===== src/rtl/program_loader.sv =====
// Streams words into the core's instruction/data memory, optionally packing
// instruction fields into the core's format, and holds the core until the load completes.
module program_loader #(
    parameter int ADDR_W     = 5,
    parameter int DATA_W     = 32,
    parameter int DEPTH      = 32,
    parameter int START_ADDR = 0
) (
    input  logic              clk,
    input  logic              reset,
    input  logic              start,
    input  logic              in_valid,
    output logic              in_ready,
    input  logic              in_raw,
    input  logic [31:0]       in_word,
    input  logic [5:0]        in_opcode,
    input  logic [4:0]        in_rd,
    input  logic [4:0]        in_rs,
    input  logic [15:0]       in_imm,
    input  logic              in_last,
    output logic              mem_write_enable,
    output logic              mem_mode,
    output logic [ADDR_W-1:0] mem_addr,
    output logic [DATA_W-1:0] mem_data_in,
    output logic              cpu_run,
    output logic              busy,
    output logic              done,
    output logic              overflow,
    output logic [5:0]        word_count
);
    typedef enum logic [1:0] {IDLE, LOAD, WRITE, DONE} state_t;

    localparam logic [ADDR_W-1:0] LAST_ADDR  = ADDR_W'(DEPTH - 1);
    localparam logic [ADDR_W-1:0] FIRST_ADDR = ADDR_W'(START_ADDR);

    state_t              state_q, state_d;
    logic [ADDR_W-1:0]   addr_q, addr_d;
    logic                last_q, last_d;
    logic                in_ready_q, in_ready_d;
    logic                we_q, we_d;
    logic                mode_q, mode_d;
    logic [ADDR_W-1:0]   mem_addr_q, mem_addr_d;
    logic [DATA_W-1:0]   data_q, data_d;
    logic                cpu_run_q, cpu_run_d;
    logic                busy_q, busy_d;
    logic                done_q, done_d;
    logic                overflow_q, overflow_d;
    logic [5:0]          word_count_q, word_count_d;
    logic [31:0]         enc_word;

    // Must stay the exact inverse of the core's decoder.
    always_comb begin
        enc_word = in_word;
        if (!in_raw) begin
            if (in_opcode == 6'd20 || in_opcode == 6'd21)
                enc_word = {in_opcode, 10'b0, in_imm};
            else if (in_opcode == 6'd63)
                enc_word = {6'h3F, 26'b0};
            else
                enc_word = {in_opcode, in_rd, in_rs, in_imm};
        end
    end

    always_comb begin
        state_d      = state_q;
        addr_d       = addr_q;
        last_d       = last_q;
        in_ready_d   = in_ready_q;
        we_d         = we_q;
        mode_d       = mode_q;
        mem_addr_d   = mem_addr_q;
        data_d       = data_q;
        cpu_run_d    = cpu_run_q;
        busy_d       = busy_q;
        done_d       = done_q;
        overflow_d   = overflow_q;
        word_count_d = word_count_q;
        case (state_q)
            IDLE, DONE: begin
                if (start) begin
                    state_d      = LOAD;
                    addr_d       = FIRST_ADDR;
                    word_count_d = '0;
                    overflow_d   = 1'b0;
                    cpu_run_d    = 1'b0;
                    done_d       = 1'b0;
                    busy_d       = 1'b1;
                    in_ready_d   = 1'b1;
                end
            end
            LOAD: begin
                if (in_valid && in_ready_q) begin
                    state_d    = WRITE;
                    mem_addr_d = addr_q;
                    data_d     = DATA_W'(enc_word);
                    last_d     = in_last;
                    mode_d     = 1'b0;
                    we_d       = 1'b1;
                    in_ready_d = 1'b0;
                end
            end
            WRITE: begin
                mode_d       = 1'b1;
                we_d         = 1'b0;
                addr_d       = addr_q + 1'b1;
                word_count_d = word_count_q + 6'd1;
                // The address never wraps: the top slot always ends the load.
                if (last_q || addr_q == LAST_ADDR) begin
                    state_d    = DONE;
                    overflow_d = !last_q;
                    done_d     = 1'b1;
                    busy_d     = 1'b0;
                    cpu_run_d  = 1'b1;
                    in_ready_d = 1'b0;
                end else begin
                    state_d    = LOAD;
                    in_ready_d = 1'b1;
                end
            end
            default: state_d = IDLE;
        endcase
    end

    always_ff @(posedge clk) begin
        if (reset) begin
            state_q      <= IDLE;
            addr_q       <= '0;
            last_q       <= 1'b0;
            in_ready_q   <= 1'b0;
            we_q         <= 1'b0;
            mode_q       <= 1'b1;
            mem_addr_q   <= '0;
            data_q       <= '0;
            cpu_run_q    <= 1'b0;
            busy_q       <= 1'b0;
            done_q       <= 1'b0;
            overflow_q   <= 1'b0;
            word_count_q <= '0;
        end else begin
            state_q      <= state_d;
            addr_q       <= addr_d;
            last_q       <= last_d;
            in_ready_q   <= in_ready_d;
            we_q         <= we_d;
            mode_q       <= mode_d;
            mem_addr_q   <= mem_addr_d;
            data_q       <= data_d;
            cpu_run_q    <= cpu_run_d;
            busy_q       <= busy_d;
            done_q       <= done_d;
            overflow_q   <= overflow_d;
            word_count_q <= word_count_d;
        end
    end

    assign in_ready         = in_ready_q;
    assign mem_write_enable = we_q;
    assign mem_mode         = mode_q;
    assign mem_addr         = mem_addr_q;
    assign mem_data_in      = data_q;
    assign cpu_run          = cpu_run_q;
    assign busy             = busy_q;
    assign done             = done_q;
    assign overflow         = overflow_q;
    assign word_count       = word_count_q;
endmodule

===== config.mk =====
export PLATFORM = sky130hd
export DESIGN_NAME = program_loader
export DESIGN_NICKNAME = d
export VERILOG_FILES = /design/src/rtl/program_loader.sv
export SDC_FILE = /design/constraint.sdc
export NUM_CORES = 1
export LEC_CHECK = 0
export BUFFER_PORTS_ARGS = -buffer_cell sky130_fd_sc_hd__buf_2
export CORE_AREA = 5 5 89 91
export CTS_BUF_LIST = sky130_fd_sc_hd__clkbuf_16
export DETAILED_ROUTE_END_ITERATION = 16
export DIE_AREA = 0 0 94 96
export HOLD_SLACK_MARGIN = 0.06
export PLACE_DENSITY = 0.77
export RECOVER_POWER = 50
export SLEW_MARGIN = 15
export SYNTH_ARGS = -nofsm -noshare
export SYNTH_HDL_FRONTEND = slang
export SYNTH_SLANG_ARGS = --single-unit

===== constraint.sdc =====
create_clock -name clk -period 1.86 [get_ports clk]
set_input_delay 0.093 -clock clk [delete_from_list [all_inputs] [get_ports clk]]
set_output_delay 0.093 -clock clk [all_outputs]
set_load 0.1 [all_outputs]

==> reports/qor.csv, run 1 <==
stage;metric;value;unit
run_status;outcome;finished, final reports clean;
layout;share of cells above drive strength 1;34.5;%
synth;Synth area leader;dfxtp_1;
layout;Reg area;1140;sq um
power_and_ir_drop;Comb power frac;20.6;%
synth;Yosys cell types;33;
cts;CTS Hold Bufs;15;
synth;Yosys top cell area share;41.9;%
cts;Clock Latency Late Sink;310;ps
routing;WL/cell;14.7;microns
power_and_ir_drop;Internal Dissipation;2.32;mW
power_and_ir_drop;sequential power share;39.0;%
global_routing;vias in the first global route;2640;
synth;Synth area leaders;dfxtp_1 42%, a211oi_2 12%, a21oi_1 7.7%;
die;Die W;94;microns
timing;Max Clk Rate;611;MHz
die;std cell rows;31;
timing;final setup TNS;0;ps
cts;TritonCTS Sinks;57;
synth;sequential-to-total area share from yosys stat;41.9;%
die;Die ar.;9020;sq um
critical_path;internal reg-to-reg setup slack;220;ps
synth;Mapped Cells;304;
global_routing;GR Overflow Total;0;
power_and_ir_drop;Clk pwr share;40.4;%
timing;period utilisation layout;88.0;%
cts;Post-CTS Setup Inserts;0;
timing;final setup violation count;0;
power_and_ir_drop;leak pwr;1.55;nW
routing;DR pass1 iterations;4;
timing;Least-Margin Pin Slew;1180;ps
routing;Vias;2720;
cts;Clock transition at path regs;50;ps
die;Initial Util;38.6;%
die;Core Region;7060;sq um
timing;Fin. Hold Viols;0;
critical_path;Crit. End Element;register;
placed_design;HPWL Detailed;5.51;mm
critical_path;critical path type;reg2reg;
timing;Max Slew Vio Count;0;
layout;synthesis-to-layout area growth;38.8;%
power_and_ir_drop;switching fraction of total power;30.3;%
timing;PnR worst setup slack;224;ps
cts;TritonCTS Buffers;9;
synth;average size of a mapped cell;8.96;sq um
routing;Final ANT Viol Nets;0;
timing;crit path time final;1640;ps
power_and_ir_drop;Net Sw Power;1.01;mW
die;number of top-level pins;120;
layout;n_diodes;0;
synth;Synth Register Bits;57;
routing;Vias/cell;5.09;
synth;Mapped Area;2720;sq um
cts;H-tree depth;3;
critical_path;WP data required;2050;ps
layout;NumNets Final;507;
flow_run;max cap viols;0;
cts;CTS tree;done;
global_routing;total track usage;17.4;%
layout;area of the multi-input gates;1450;sq um
synth;Synth Warn #;0;
timing;Max transition margin;21.7;%
layout;Fillers;680;
power_and_ir_drop;pwr dens;879;nW/um^2
routing;WL final;7.83;mm
placed_design;pre-CTS WS;235;ps
synth;Mapped Nets;379;
global_routing;global-route wire length before repair;12.4;mm
global_routing;pin count of the biggest net entering global routing;59;
critical_path;startpoint types;register;
power_and_ir_drop;Peak VDD IR;547;uV
die;DIE HEIGHT;96;microns
routing;DRC Markers;0;
cts;clock buffer depth;2;
critical_path;crit-path max FO;6;
timing;Setup Skew;5.05;ps
placed_design;RePlAce Congestion;0.864;
min_path;Hold Crit Class;in2reg;
critical_path;Worst Path Arrival;1820;ps
timing;RSZ-0062 raised after global routing;no;
global_routing;initial antenna violation count;0;
cts;post-CTS resize count;0;
cts;CTS root buf;clkbuf_16;
placed_design;Port-buffer cells;119;
routing;DR iter-0 viols;73;
-- registers in the layout, indices dropped and copies added, names as in the netlist --
register,count
done,1
mem_write_enable,1
addr_q,5
last_q,1
busy,1
word_count,6
in_ready,1
state_q,2
mem_data_in,32
overflow,1
mem_addr,5
mem_mode,1
-- layout make-up --
cell class,count,share of cell area (%)
well taps,99,3.28
repair buffers,140,21.4
clock inverters,5,0.497
flip-flops and latches,57,30.2
multi-input cells,220,38.3
clock buffers,9,5.96
inverters,4,0.397
-- routing by layer --
layer	track usage, %	wire [microns]	up-vias	part of all wire, %
met5	0	0	-	0
met2	30.4	3830	100	49
met4	3.97	40	0	0.51
met3	5.79	612	7	7.8
li1	-	-	1333	-
met1	20.7	3350	1280	43
-- final timing paths --
check	end	start	cells after the start
max	word_count[5]	state_q[0]	6
min	mem_data_in[22]	in_rd[1]	3
max reg2reg	word_count[5]	state_q[0]	6
min reg2reg	mem_addr[0]	mem_addr[0]	2
-- synthesized netlist by cell type --
| library cell | count |
|---|---|
| buf_2 | 7 |
| nand3b_1 | 26 |
| o211ai_4 | 1 |
| inv_2 | 1 |
| nor3_1 | 4 |
| a21boi_0 | 1 |
| and4_4 | 1 |
| a21oi_1 | 42 |
| a2bb2oi_1 | 1 |
| a211oi_1 | 7 |
| nand2b_1 | 3 |
| o21bai_1 | 1 |
| nand3_1 | 2 |
| a211oi_2 | 26 |
| or3_1 | 1 |
| xor2_1 | 6 |
| ha_1 | 5 |
| o22ai_1 | 1 |
| nand3_2 | 1 |
| nor2_1 | 51 |
| buf_4 | 7 |
| o21ai_0 | 2 |
| inv_1 | 3 |
| a22oi_1 | 3 |
| dfxtp_1 | 57 |
| mux2i_1 | 6 |
| mux2_2 | 1 |
| clkbuf_1 | 9 |
| o21ai_1 | 2 |
| nand2_1 | 19 |
| and3_1 | 3 |
| nand4_1 | 3 |
| nor2b_1 | 1 |
-- power by group through the flow --
| stage | sequential [mW] | clock, mW | combinational, mW |
|---|---|---|---|
| floorplan | 1.59 | 0 | 0.217 |
| global placement | 1.31 | 0 | 0.658 |
| detailed placement | 1.32 | 0 | 0.666 |
| CTS | 1.29 | 1.39 | 0.692 |
| global route | 1.30 | 1.46 | 0.728 |
| finish | 1.30 | 1.34 | 0.684 |
-- cell usage in the layout (no fill, tap or decap), drive strengths merged, types with 4 or more instances in the layout --
cell type,instances
ha,5
inv,7
mux2i,6
nor3,4
nor2,51
nand2,19
a21oi,42
buf,78
nand3b,26
clkbuf,56
dfxtp,57
o21ai,4
xor2,6
dlygate4sd3,15
a211oi,33
-- critical path: stages (launching register included) --
cell and delay (ps):
dfxtp_1 360, inv_1 60, ha_1 360, mux2_2 410
nand4_1 120, xor2_1 160, nor2_1 50
-- stage by stage --
stage / std cells / utilization, % / hold slack [ps] / area [sq um] / total power, mW
after floorplan: 304 / - / 229 / 2730 / 1.81
after global placement: 505 / 48.3 / 349 / 3410 / 1.97
after detailed placement: 505 / 48.3 / 363 / 3410 / 1.98
after CTS: 534 / 53.8 / 60.8 / 3800 / 3.37
after global routing: 534 / 53.5 / 61.4 / 3780 / 3.48
final: 534 / 53.5 / 74.0 / 3780 / 3.32
-- cell families (layout without fill, tap and decap cells) --
logic type | count (synthesis) | after routing | share of synthesized area [%]
and+or+nand+nor | 115 | 115 | 21.2
AOI/OAI and AO/OA | 87 | 87 | 25.0
DFF | 57 | 57 | 41.9
buffers and inverters | 27 | 158 | 5.01
muxes | 7 | 7 | 2.62
xor gates and xnor gates | 6 | 6 | 1.93
adders and majority gates | 5 | 5 | 2.30
Note: power is estimated with default switching activity, not from simulation.
==> run 2: changes to the inputs <==
Clock period 1.86 ns to 1.6 ns, I/O delays scaled along.
==> run 2 against run 1 <==
Compared with the run above:
- non-clock buffer count grew 15
- cell count grew 3.0%
- critical path depth is the same
==> reports/qor.csv, run 2 (same netlist as run 1, synthesis figures left out) <==
stage;metric;value;unit
cts;TritonCTS Buffers;9;
timing;Setup Skew;7.04;ps
power_and_ir_drop;sequential power share;36.7;%
timing;hold_ws;73.5;ps
cts;TritonCTS Sinks;57;
power_and_ir_drop;Peak VDD IR;600;uV
cts;Clock transition at path regs;50;ps
critical_path;startpoint types;register;
global_routing;vias in the first global route;2825;
die;Die ar.;9020;sq um
power_and_ir_drop;Net Sw Power;1.20;mW
die;std cell rows;31;
critical_path;internal reg-to-reg setup slack;70;ps
cts;Post-CTS Setup Inserts;0;
global_routing;total track usage;17.7;%
cts;CTS tree;done;
power_and_ir_drop;leak pwr;1.70;nW
die;Initial Util;38.6;%
die;DIE HEIGHT;96;microns
die;Core Region;7060;sq um
layout;synthesis-to-layout area growth;46.4;%
routing;DR top layer;met4;
layout;n_diodes;0;
routing;Vias;2794;
placed_design;dpl cell area;3470;sq um
timing;Max Clk Rate;653;MHz
placed_design;Port-buffer cells;119;
cts;Clock Latency Late Sink;320;ps
power_and_ir_drop;pwr dens;1030;nW/um^2
layout;max FFs per register;32;
critical_path;R2R depth;6;
flow_run;max cap viols;0;
cts;clock buffer depth;2;
critical_path;Crit. End Element;register;
power_and_ir_drop;Comb power frac;20.2;%
global_routing;initial antenna violation count;0;
power_and_ir_drop;Final Total Pwr;4.10;mW
routing;DR iter-0 viols;62;
min_path;hold endpoint;mem_data_in[15];
min_path;Worst Hold Path Cells;3;
timing;final setup violation count;0;
critical_path;Worst Path Arrival;1740;ps
routing;WL/cell;14.1;microns
layout;most frequent cells in the layout;69 x buf_2, 52 x dfxtp_1, 50 x nor2_1, 50 x clkbuf_2, 42 x a21oi_1;
die;Die W;94;microns
critical_path;worst r2r dst;word_count[4];
power_and_ir_drop;Clk pwr share;43.0;%
placed_design;RePlAce Congestion;0.876;
critical_path;WP data required;1810;ps
timing;Max transition margin;62.2;%
timing;period utilisation layout;95.7;%
layout;Util after Layout;56.5;%
layout;Post-Layout Inst Area;3990;sq um
min_path;Hold Crit Class;in2reg;
routing;Final ANT Viol Nets;0;
critical_path;crit-path cells;inv_1 -> ha_1 -> mux2_2 -> nand4_1 -> xor2_1 -> nor2_1;
routing;Vias/cell;5.08;
layout;share of cells above drive strength 1;40.1;%
critical_path;CP peak stage delay;390;ps
cts;CTS root buf;clkbuf_16;
routing;met1 wire length;3.31;mm
critical_path;crit-path max FO;6;
routing;Met2 Wirelength;3.76;mm
timing;crit path time final;1530;ps
routing;DR pass1 iterations;6;
critical_path;Crit path max-delay family;multiplexers;
power_and_ir_drop;switching fraction of total power;29.3;%
critical_path;critical path type;reg2reg;
placed_design;HPWL Detailed;5.49;mm
global_routing;pin count of the biggest net entering global routing;46;
critical_path;Worst Path Buf+Inv;1;
min_path;min-delay src;in_imm[15];
timing;RSZ-0062 raised after global routing;no;
routing;DRC Markers;0;
cts;H-tree depth;3;
timing;Least-Margin Pin Slew;569;ps
layout;leading cell type in the layout, fill and taps excluded;buf_2;
routing;metal3 WL;545;microns
global_routing;global-route wire length before repair;12.7;mm
global_routing;GR Overflow Total;0;
timing;Fin. Hold Viols;0;
routing;WL final;7.74;mm
critical_path;reg2reg start;state_q[0];
timing;final setup TNS;0;ps
layout;NumNets Final;522;
power_and_ir_drop;Internal Dissipation;2.90;mW
die;number of top-level pins;120;
critical_path;Slowest cell on crit path;mux2_2;
run_status;outcome;finished, final reports clean;
timing;Max Slew Vio Count;0;
## run 2: changes by cell type in the layout (fill, tap and decap cells not counted), sizes merged
cell	delta
clkbuf	+3
inv	-2
bufinv	+1
buf	+3
clkinv	+2
dlygate4sd3	+9
## run 2: area by class of cell
class                   count  area (sq um)
fillers                   638          3070
inverters                   4          15.0
clock inverters             6          51.3
flip-flops and latches     57          1150
well taps                  99           124
repair buffers            155           976
multi-input cells         220          1450
clock buffers               9           225
## run 2: per-layer routing
| layer | track usage [%] | vias to the layer above |
|---|---|---|
| met5 | 0 | - |
| met4 | 8.90 | 0 |
| met3 | 4.61 | 13 |
| met2 | 31.0 | 103 |
| met1 | 19.9 | 1310 |
| li1 | - | 1368 |
## run 2: repair_timing
action                                  CTS  global route
endpoints found under the hold margin    26             0
resized for setup                         0             2
endpoints found under the setup margin    0             8
hold buffers                             24             0
## run 2: metrics by stage
step / setup WS [ps] / std cells
floorplan: 38.2 / 304
global placement: 97.1 / 511
detailed placement: 48.9 / 511
CTS: 41.3 / 550
global route: 4.55 / 550
finish: 69.3 / 550
## run 2: how the worst max path moves through the flow
stage | startpoint | end | slack, ps | cells past startpoint
after floorplan | in_ready | mem_data_in[22] | 40 | 4
after global placement | state_q[0] | word_count[5] | 100 | 6
after detailed placement | state_q[0] | word_count[4] | 50 | 6
after CTS | state_q[0] | word_count[4] | 40 | 6
after global routing | state_q[0] | addr_q[4] | 5 | 7
final | state_q[0] | word_count[4] | 70 | 6
## run 2: worst register-to-register path, delay by kind of cell, from the launching register on
kind,cells,cell delay [ps]
xor gates and xnor gates,1,180
buffers and inverters,1,40
muxes,1,390
and+or+nand+nor,2,190
adders and majority gates,1,300
DFF,1,330
## run 2: power by group through the flow
stage	Combinational (mW)	Sequential, mW	Clock (mW)
2_1_floorplan	0.253	1.85	0
3_5_place_dp	0.787	1.53	0
4_1_cts	0.834	1.50	1.83
6_report	0.829	1.50	1.76
5_1_grt	0.883	1.51	1.91
3_3_place_gp	0.778	1.53	0
==> run 3: changes to the inputs <==
Settings changed: MAX_ROUTING_LAYER set to met4.
==> run 3 against run 2 <==
Compared with the run above:
- first-iteration DRC count is 44% higher
- largest cell class unchanged
- critical endpoint unchanged
- critical path type unchanged
- critical path depth stayed put
- die area stayed put
- maximum frequency hardly changed
- clock power hardly changed
==> reports/qor.csv, run 3 (same netlist as run 1, synthesis figures left out) <==
stage;metric;value;unit
critical_path;crit-path max FO;6;
timing;Max transition margin;62.2;%
placed_design;pre-CTS WS;48.9;ps
placed_design;dpl cell area;3470;sq um
global_routing;vias in the first global route;2818;
global_routing;pin count of the biggest net entering global routing;46;
timing;crit path time final;1530;ps
run_status;outcome;finished, final reports clean;
power_and_ir_drop;leak pwr;1.70;nW
cts;H-tree depth;3;
cts;TritonCTS Buffers;9;
layout;synthesis-to-layout area growth;46.4;%
layout;share of cells above drive strength 1;40.1;%
flow_run;max cap viols;0;
routing;Final ANT Viol Nets;0;
cts;CTS tree;done;
critical_path;critical path type;reg2reg;
critical_path;reg2reg start;state_q[0];
timing;Setup Skew;6.61;ps
power_and_ir_drop;Peak VDD IR;607;uV
placed_design;Port-buffer cells;119;
timing;period utilisation layout;95.7;%
min_path;min-delay src;in_imm[15];
routing;WL final;7.73;mm
timing;PnR worst setup slack;69.4;ps
layout;NumNets Final;522;
min_path;Hold Crit Class;in2reg;
timing;Least-Margin Pin Slew;569;ps
routing;DRC Markers;0;
cts;Clock transition at path regs;50;ps
routing;DR pass1 iterations;4;
global_routing;GR Overflow Total;0;
critical_path;startpoint types;register;
routing;Vias/cell;5.06;
global_routing;initial antenna violation count;0;
critical_path;WP data required;1810;ps
timing;Max Clk Rate;653;MHz
placed_design;RePlAce Congestion;0.891;
routing;DR iter-0 viols;89;
layout;max FFs per register;32;
layout;Fillers;638;
die;Core Region;7060;sq um
timing;final setup TNS;0;ps
critical_path;Crit. End Element;register;
cts;CTS root buf;clkbuf_16;
critical_path;Worst Path Arrival;1740;ps
global_routing;global-route wire length before repair;12.7;mm
timing;Max Slew Vio Count;0;
die;Die ar.;9020;sq um
routing;Vias;2783;
critical_path;Critical Path Source;state_q[0];
layout;Post-Layout Inst Area;3990;sq um
cts;clock buffer depth;2;
timing;Fin. Hold Viols;0;
die;DIE HEIGHT;96;microns
power_and_ir_drop;pwr dens;1030;nW/um^2
layout;n_diodes;0;
cts;TritonCTS Sinks;57;
die;Initial Util;38.6;%
timing;RSZ-0062 raised after global routing;no;
timing;final setup violation count;0;
layout;Util after Layout;56.5;%
layout;leading cell type in the layout, fill and taps excluded;buf_2;
die;std cell rows;31;
routing;WL/cell;14.1;microns
placed_design;HPWL Detailed;5.49;mm
global_routing;total track usage;18.3;%
die;Die W;94;microns
cts;Clock Latency Late Sink;320;ps
layout;most frequent cells in the layout;69 x buf_2, 52 x dfxtp_1, 50 x nor2_1, 50 x clkbuf_2, 42 x a21oi_1;
timing;hold_ws;71.1;ps
die;number of top-level pins;120;
run 3: path summary, 6_finish.rpt:
path / to / slack, ps / depth (start not counted)
hold reg to reg: mem_addr[0] / 470 / 2
setup / recovery: word_count[4] / 70 / 6
hold / removal: mem_data_in[15] / 70 / 3
setup reg to reg: word_count[4] / 70 / 6
run 3: per-layer routing:
metal  global-route usage [%]  up-vias  routed length, microns
met1                     20.2     1295                    3320
met2                     30.9      106                    3740
li1                         -     1368                       -
met3                     4.46       14                     566
met4                     8.90        0                     108
met5                        -        -                       0
run 3: power by group:
part	switching (mW)	total, mW	leakage [nW]	internal, mW
sequential	0.0305	1.50	0.464	1.47
clock	0.597	1.77	0.141	1.17
combinational	0.574	0.829	1.09	0.255
total	1.20	4.10	1.70	2.90
run 3: cell type report:
type / count / area [sq um] / share of cell area, %
inverter: 4 / 15.0 / 0.376
tap: 99 / 124 / 3.11
sequential: 57 / 1150 / 28.8
multi-input combinational: 220 / 1450 / 36.4
clock inverter: 6 / 51.3 / 1.29
timing repair buffer: 155 / 976 / 24.5
clock buffer: 9 / 225 / 5.65
run 3: through the flow:
step	power (mW)	instances
CTS	4.16	550
detailed placement	2.32	511
floorplan	2.10	304
global placement	2.31	511
global route	4.30	550
finish	4.10	550
run 3: repair_timing:
action,CTS,global route
hold buffers,24,0
endpoints found under the hold margin,26,0
endpoints found under the setup margin,0,8
buffers inserted,0,0
resized for setup,0,2
run 3: worst max-delay path, stage by stage (launching register included):
cell and delay, ps:
dfxtp_2 330, inv_1 40, ha_1 300, mux2_2 390
nand4_1 130, xor2_1 180, nor2_1 60
